<file path="src/rtl/pulse_coalesce.sv">
// pulse_coalesce: counts single-cycle event pulses from the pulse synchronizer
// and releases them as one count record per burst on a valid/ready handshake.
// A record is cut when the pending count reaches the threshold or when the
// holdoff timer expires; pulses arriving while a record waits are kept.
module pulse_coalesce #(
    parameter int WIDTH     = 8,
    parameter int TMR_WIDTH = 8
) (
    input  logic                 clk,
    input  logic                 reset_l,
    input  logic                 i,
    input  logic [WIDTH-1:0]     thresh,
    input  logic [TMR_WIDTH-1:0] holdoff,
    output logic                 o_valid,
    input  logic                 o_ready,
    output logic [WIDTH-1:0]     o_count,
    output logic                 o_ovf
);

    typedef enum logic [1:0] {
        ST_IDLE  = 2'd0,
        ST_ACCUM = 2'd1,
        ST_SEND  = 2'd2
    } state_t;

    localparam logic [WIDTH-1:0]     ACC_MAX = '1;
    localparam logic [WIDTH-1:0]     ACC_ONE = WIDTH'(1);
    localparam logic [TMR_WIDTH-1:0] TMR_ONE = TMR_WIDTH'(1);

    state_t                 r_state;
    state_t                 w_state_nxt;
    logic [WIDTH-1:0]       r_acc;
    logic                   r_ovf;
    logic [TMR_WIDTH-1:0]   r_timer;
    logic                   r_valid;
    logic [WIDTH-1:0]       r_count;
    logic                   r_count_ovf;

    logic [WIDTH-1:0]       w_acc_nxt;
    logic                   w_ovf_nxt;
    logic [WIDTH-1:0]       w_thresh_eff;
    logic                   w_timeout;
    logic                   w_flush;
    logic                   w_accept;
    logic                   w_capture;

    // Saturating accumulate; the sticky flag records a pulse lost at the ceiling.
    assign w_acc_nxt    = (i && (r_acc != ACC_MAX)) ? r_acc + ACC_ONE : r_acc;
    assign w_ovf_nxt    = r_ovf | (i & (r_acc == ACC_MAX));

    // A zero threshold would never be "reached" meaningfully, so it acts as 1.
    assign w_thresh_eff = (thresh == '0) ? ACC_ONE : thresh;
    assign w_timeout    = (holdoff != '0) && (r_timer == holdoff) && (r_acc != '0);
    assign w_flush      = (w_acc_nxt >= w_thresh_eff) || w_timeout;
    assign w_accept     = r_valid & o_ready;

    // Next-state decode: decides when a pending batch is captured into a record.
    // NOTE: every signal assigned here gets a default first, so no path leaves it unassigned and no latch is inferred.
    always_comb begin
        w_state_nxt = r_state;
        w_capture   = 1'b0;
        case (r_state)
            ST_IDLE: begin
                if (i) begin
                    w_state_nxt = w_flush ? ST_SEND : ST_ACCUM;
                    w_capture   = w_flush;
                end
            end
            ST_ACCUM: begin
                if (w_flush) begin
                    w_state_nxt = ST_SEND;
                    w_capture   = 1'b1;
                end
            end
            ST_SEND: begin
                // Events that arrived while presenting decide where we resume;
                // a capture is never taken here, so a new record needs one ACCUM cycle.
                if (w_accept) begin
                    w_state_nxt = (w_acc_nxt == '0) ? ST_IDLE : ST_ACCUM;
                end
            end
            default: begin
                w_state_nxt = ST_IDLE;
            end
        endcase
    end

    // State register.
    // NOTE: sequential state uses non-blocking assignments so every flop samples pre-edge values.
    always_ff @(posedge clk or negedge reset_l) begin
        if (!reset_l) begin
            r_state <= ST_IDLE;
        end else begin
            r_state <= w_state_nxt;
        end
    end

    // Pending batch: accumulator, sticky saturation flag and holdoff timer.
    always_ff @(posedge clk or negedge reset_l) begin
        if (!reset_l) begin
            r_acc   <= '0;
            r_ovf   <= 1'b0;
            r_timer <= '0;
        end else if (w_capture) begin
            r_acc   <= '0;
            r_ovf   <= 1'b0;
            r_timer <= '0;
        end else begin
            r_acc <= w_acc_nxt;
            r_ovf <= w_ovf_nxt;
            // The timer counts cycles since the first pending event; it holds
            // at zero while nothing is pending and saturates at the holdoff.
            if (r_acc == '0) begin
                r_timer <= '0;
            end else if (r_timer < holdoff) begin
                r_timer <= r_timer + TMR_ONE;
            end
        end
    end

    // Presented record: loaded on capture, held until the consumer accepts it.
    always_ff @(posedge clk or negedge reset_l) begin
        if (!reset_l) begin
            r_valid     <= 1'b0;
            r_count     <= '0;
            r_count_ovf <= 1'b0;
        end else if (w_capture) begin
            r_valid     <= 1'b1;
            r_count     <= w_acc_nxt;
            r_count_ovf <= w_ovf_nxt;
        end else if (w_accept) begin
            r_valid <= 1'b0;
        end
    end

    assign o_valid = r_valid;
    assign o_count = r_count;
    assign o_ovf   = r_count_ovf;

endmodule

</file>
<file path="config.mk">
export PLATFORM = sky130hd
export DESIGN_NAME = pulse_coalesce
export DESIGN_NICKNAME = d
export VERILOG_FILES = /design/src/rtl/pulse_coalesce.sv
export SDC_FILE = /design/constraint.sdc
export NUM_CORES = 1
export LEC_CHECK = 0
export CAP_MARGIN = 5
export CORE_MARGIN = 8
export CORE_UTILIZATION = 25
export CTS_CLUSTER_DIAMETER = 40
export CTS_CLUSTER_SIZE = 30
export DETAILED_ROUTE_END_ITERATION = 6
export PLACE_DENSITY = 0.54
export RECOVER_POWER = 50
export SLEW_MARGIN = 15
export SYNTH_ARGS = -nofsm -noshare
export SYNTH_HDL_FRONTEND = slang
export SYNTH_SLANG_ARGS = --single-unit
</file>
<file path="constraint.sdc">
create_clock -name clk -period 3.61 [get_ports clk]
set_input_delay 0.722 -clock clk [delete_from_list [all_inputs] [get_ports clk]]
set_output_delay 0.722 -clock clk [all_outputs]
set_load 0.05 [all_outputs]
</file>
Yosys cells after proc, flatten, opt, wreduce, memory -nomap -nowiden
Index checks and enable logic that the tools add are counted.
{ "totals": {"register_bits": 29, "latch_bits": 0, "ram_bits": 0, "rom_bits": 0, "inputBits": 20, "mem_count": 0} }
{ "classes": {"n_addsub": 2, "mul": 0, "n_div": 0, "order_cmp": 2, "n_eq_ne": 8, "shift": 0, "n_mux": 18, "bitwise": 3, "n_reduce_logical": 13} }
{ "ops": {"columns": ["op", "n"], "rows": [
  ["two-way mux 8 bit", 6],
  ["logical NOT 8 bit", 3],
  ["adder 8 x 1 -> 8 bit (second input constant)", 2],
  ["nonzero test 8 bit", 2],
  ["equality test 8 bit", 1],
  ["equality test 8 bit (second input constant)", 1],
  [">= comparator 8 bit", 1],
  ["< comparator 8 bit", 1],
  ["two-way mux 2 bit", 4],
  ["inequality test 8 bit (second input constant)", 1],
  ["two-way mux 1 bit", 6],
  ["inequality test 2 bit (second input constant)", 3],
  ["case mux 2 bit (3 select lines)", 1],
  ["logical AND 1 bit", 3],
  ["AND reduction 3 bit", 1],
  ["nonzero test 3 bit", 1],
  ["bitwise AND 1 bit", 2],
  ["equality test 2 x 1 -> 1 bit (second input constant)", 1],
  ["equality test 2 bit (second input constant)", 1],
  ["logical NOT 2 bit", 1],
  ["case mux 1 bit (2 select lines)", 1],
  ["nonzero test 2 bit", 1],
  ["logical OR 1 bit", 1],
  ["bitwise OR 1 bit", 1]
]} }

Logic depth before layout (Yosys ltp)
{ "logic_depth": {"depth_word": 8, "mapped_depth": 12, "depth_no_buf": 11} }

Worst setup path after synthesis
OpenSTA, ideal clock, no wires.
{ "synth_path": {"path_kind": "register to register", "from": "reg r_acc[4]", "to": "reg r_count[1] (netlist: o_count[1])", "setup_ps": 128, "t_arrival_ps": 2837, "required_ps": 3482, "path_slack_ps": 645, "stages_incl_launch_ff": 12, "n_path_buf": 2, "period_less_slack_ps": 2965, "cell_sequence": "dfrtp_1 clkbuf_1 nand4_1 o21ai_1 mux2_2 ha_1 a211oi_1 o21ai_1 a221oi_2 a21oi_1 buf_2 mux2_1"} }
{ "synth_via": {"elab_chain_cells": 7, "word_cells_on_any_way": 11} }
{ "synth_rtl": {"columns": ["item", "line_no", "text"], "rows": [
  ["start: declaration", "32", "logic [WIDTH-1:0] r_acc;"],
  ["start signal: assignment", "109", "r_acc <= w_acc_nxt;"],
  ["inequality test 8 bit (*)", "48", "assign w_acc_nxt = (i && (r_acc != ACC_MAX)) ? r_acc + ACC_ONE : r_acc;"],
  ["logical AND 1 bit (*)", "48", null],
  ["two-way mux 8 bit (*)", "48", null],
  ["via w_acc_nxt[1]", "39", "logic [WIDTH-1:0] w_acc_nxt;"],
  [">= comparator 8 bit", "54", "assign w_flush = (w_acc_nxt >= w_thresh_eff) || w_timeout;"],
  ["logical OR 1 bit", "54", null],
  ["two-way mux 1 bit, on equally long branches", "70, 64", null],
  ["case mux 1 bit (2 select lines)", "62", "case (r_state)"],
  ["end signal: assignment", "129", "r_count <= w_acc_nxt;"],
  ["end: declaration", "36", "logic [WIDTH-1:0] r_count;"]
]} }
Mark *: on every way through the listed nets, which the timed path passes. The rest lies on a longest branch.
A chain may end at the register's enable or synchronous reset.

Final worst setup path
{ "layout_path": {"from": "reg r_acc[1]", "to": "reg r_count[3] (netlist: o_count[3])"} }
{ "layout_via": {"elab_chain_cells": 7, "word_cells_on_any_way": 11} }
{ "layout_rtl": {"columns": ["item", "line_no"], "rows": [
  ["parallel branches: the longest is 2 deep, another holds adder 8 x 1 -> 8 bit", null],
  ["two-way mux 8 bit (*)", "48"],
  ["via w_acc_nxt[1]", "39"],
  [">= comparator 8 bit (*)", "54"],
  ["logical OR 1 bit (*)", "54"],
  ["two-way mux 1 bit, on equally long branches", "70, 64"],
  ["case mux 1 bit (2 select lines) (*)", "62"]
]} }
Mark *: on every way through the listed nets, which the timed path passes.

==> results_dict.tcl <==
set metrics [dict create \
    status "complete, but fails checks" \
    violations "max-capacitance violations, max-slew violations" \
    rsz0062_at_grt "false" \
    sw_frac_of_total_pct 43.9 \
    die_h_um 103 \
    globalRouteOverflowTotal 0 \
    max_stage_delay_ps 420 \
    clkLatencyLatePin_ps 280 \
    wl_per_cell_um 13.0 \
    pwr-share-comb_pct 51.6 \
    cts_made_buffers 5 \
    hpwl_um 3630 \
    synth_top_cell_area_share_pct 38.4 \
    cp_data_required_time_ps 3780 \
    cts-htree-levels 2 \
    ys_seq_area_share_pct 38.4 \
    routed_via_density 4.46 \
    grt_pass1_vias 1617 \
    cp-start-kind "flop" \
    slew_headroom_pct -3.04 \
    async_reset_ff_share_pct 100 \
    initial_utilization_pct 25.9 \
    peakVddDrop_mv 0.344 \
    finalSetupTns_ps 0 \
    r2r_start "r_acc[1]" \
    ys_ff_latch 29 \
    drv_slew 30 \
    synth_top_cell_by_area "dfrtp_1" \
    syn_avg_cell_area_um2 9.17 \
    cts_tree "done" \
    p_clk_share_pct 15.6 \
    r2r_slack_ps 310 \
    syn_area_mm2 0.00189 \
    fp.dieW_um 103 \
    cp_slowest_cell "dfrtp_1" \
    post_dp_cell_area_mm2 0.00239 \
    drtAntennaViolNets 0 \
    grt.total_usage_pct 9.55 \
    startpoint "r_acc[1]" \
    first_pass_iters 4 \
    fin_area_mm2 0.00247 \
    vias 1555 \
    n_fill_cell 795 \
    setup_violations 0 \
    ctsResizeCount 0 \
    io_buffers 29 \
    hold_viol_final 0 \
    synth-main-ff-cell "dfrtp_1" \
    cp_max_fo 5 \
    synth_enable_flop_cells 0 \
    ctsHoldBuffers 0 \
    cp.depth 11 \
    grt_max_degree 30 \
    p_sw_mw 0.765 \
    hold_path_class "reg -> reg" \
    arrival_ps 3470 \
    layout-drive-gt1-share_pct 9.20 \
    clock-root-buffer "clkbuf_8" \
    place_congestion 0.786 \
    netlist-cell-type-count 41 \
    r2r_end "o_count[3]" \
    drt_iter0_drc 108 \
    nets 289 \
    drc 0 \
    std_cell_rows 31 \
    post-route-min-period_ps 3300 \
    reg2reg_depth 11 \
    syn_nets 245 \
    yosysWarnings 0 \
    setup.worst_path.end "o_count[3]" \
    cap_violations 1 \
    endpoint_kind "flop" \
    num_io_pins 30 \
    leakage_nw 1.17 \
    finalWirelength_um 4550 \
    grt_pass1_wl_um 7730 \
    skew_ps 3.41 \
    max_clock_freq_mhz 303 \
    tightestPinTransition_ps 1550 \
    antenna_found_initial 0 \
    p_int_mw 0.978 \
    die_area_mm2 0.0106 \
    synthToLayoutAreaGrowth_pct 30.9 \
    cts.path.max_buffers 2 \
    clock_sinks 29 \
    cellPowerDensity_mw_per_mm2 705 \
    netlist_instances 206 \
    path_buf_inv 1 \
    post_cts_buffers 0 \
    coreArea_mm2 0.00729 \
    diodes 0 \
    clkTransAtPathRegs_ps 60 \
    cp_top_family "compound AO/OA/AOI/OAI gates" \
    fin_crit_sh_pct 91.3 \
    crit_type "reg -> reg" \
    netlist_top_cells_area "dfrtp_1 38%, ha_1 13%, inv_1 5.6%" \
    worstPathCellList "ha_1 -> nand3_1 -> o21ai_1 -> mux2_2 -> ha_1 -> a211oi_1 -> o21ai_1 -> a221oi_2 -> a21oi_1 -> buf_4 -> mux2_1" \
    p_seq_share_pct 32.9 \
]
==> worst min-delay path by stage <==
stage / start / end / slack, ps / cells past startpoint
final: o_count[2] / o_count[2] / 480 / 1
after global placement: r_ovf / r_ovf / 470 / 2
after global routing: o_count[2] / o_count[2] / 510 / 1
after floorplan: reset_l / o_count[0] / 430 / 0
after detailed placement: o_count[6] / o_count[6] / 480 / 1
after CTS: o_count[2] / o_count[2] / 500 / 1
==> metal layers <==
layer,GRT usage (%),share of wire (%),vias to the layer above
met5,0,0,-
met4,5.67,2.5,0
met3,2.50,4.9,6
met2,14.0,43,32
met1,12.3,49,713
li1,-,-,804
==> area by class of cell <==
class	count	area, µm²	area share [%]
clock buffers	7	86.3	3.49
inverters	28	105	4.25
multi-input cells	144	1040	41.9
flip-flops and latches	29	726	29.3
well taps	99	124	5.01
repair buffers	42	397	16.0
==> worst reg2reg max path, delay by kind of cell, from the launching register on <==
| family | cells | cell delay, ps |
|---|---|---|
| multiplexers | 2 | 730 |
| AND/OR/NAND/NOR | 1 | 160 |
| buffers and inverters | 1 | 180 |
| flip-flops | 1 | 420 |
| AO/OA/AOI/OAI | 5 | 1170 |
| adder cells (fa/ha/maj) | 2 | 540 |
==> sequential cells by signal, summed over array words and instances (netlist names) <==
signal   cells
o_count      8
r_acc        8
r_timer      8
r_state      2
o_ovf        1
o_valid      1
r_ovf        1
==> Yosys cell counts (all sizes together), types with 3 or more instances <==
| master | count |
|---|---|
| dfrtp | 29 |
| inv | 28 |
| ha | 19 |
| nor2 | 19 |
| nand2 | 12 |
| a21oi | 10 |
| mux2 | 8 |
| nor3 | 8 |
| o21ai | 8 |
| mux2i | 7 |
| nand3 | 7 |
| nand4 | 7 |
| xnor2 | 7 |
| a211oi | 3 |
| a31oi | 3 |
| clkbuf | 3 |
| nor2b | 3 |
| nor4 | 3 |
==> stage by stage <==
| stage | util (%) | std cells | total power [mW] | worst slack, ps | hold WS, ps |
|---|---|---|---|---|---|
| finish | 33.9 | 349 | 1.74 | 313 | 485 |
| detailed placement | 32.8 | 342 | 1.50 | 44.7 | 476 |
| floorplan | - | 206 | 1.17 | 645 | 426 |
| CTS | 34.0 | 349 | 1.78 | 301 | 502 |
| global placement | 32.8 | 342 | 1.49 | 56.9 | 473 |
| global route | 33.9 | 349 | 1.89 | 124 | 515 |
==> logic make-up (layout without fill, tap and decap cells) <==
family	Yosys count	count (layout)	synth area share [%]
compound gates	35	35	12.4
buf+inv	33	77	6.75
simple gates	68	68	18.1
xor+xnor	7	7	3.25
mux	15	15	8.48
fa+ha+maj	19	19	12.6
flops	29	29	38.4
==> power by group through the flow <==
stage / registers, mW / clock network (mW) / logic (mW)
6_report: 0.573 / 0.272 / 0.899
5_1_grt: 0.595 / 0.298 / 1.00
4_1_cts: 0.575 / 0.283 / 0.923
3_5_place_dp: 0.578 / 0 / 0.918
3_3_place_gp: 0.582 / 0 / 0.909
2_1_floorplan: 0.691 / 0 / 0.482
==> layout by cell type, fill, tap and decap left out, types with 8 or more instances in the layout <==
master           instances
nor2_1                  19
a21oi_1                  9
nand2_1                 12
nor3_1                   8
ha_1                    19
clkdlybuf4s50_1         23
dfrtp_1                 29
inv_1                   28
buf_4                   11
No activity file was read; power rests on OpenSTA's default activity.
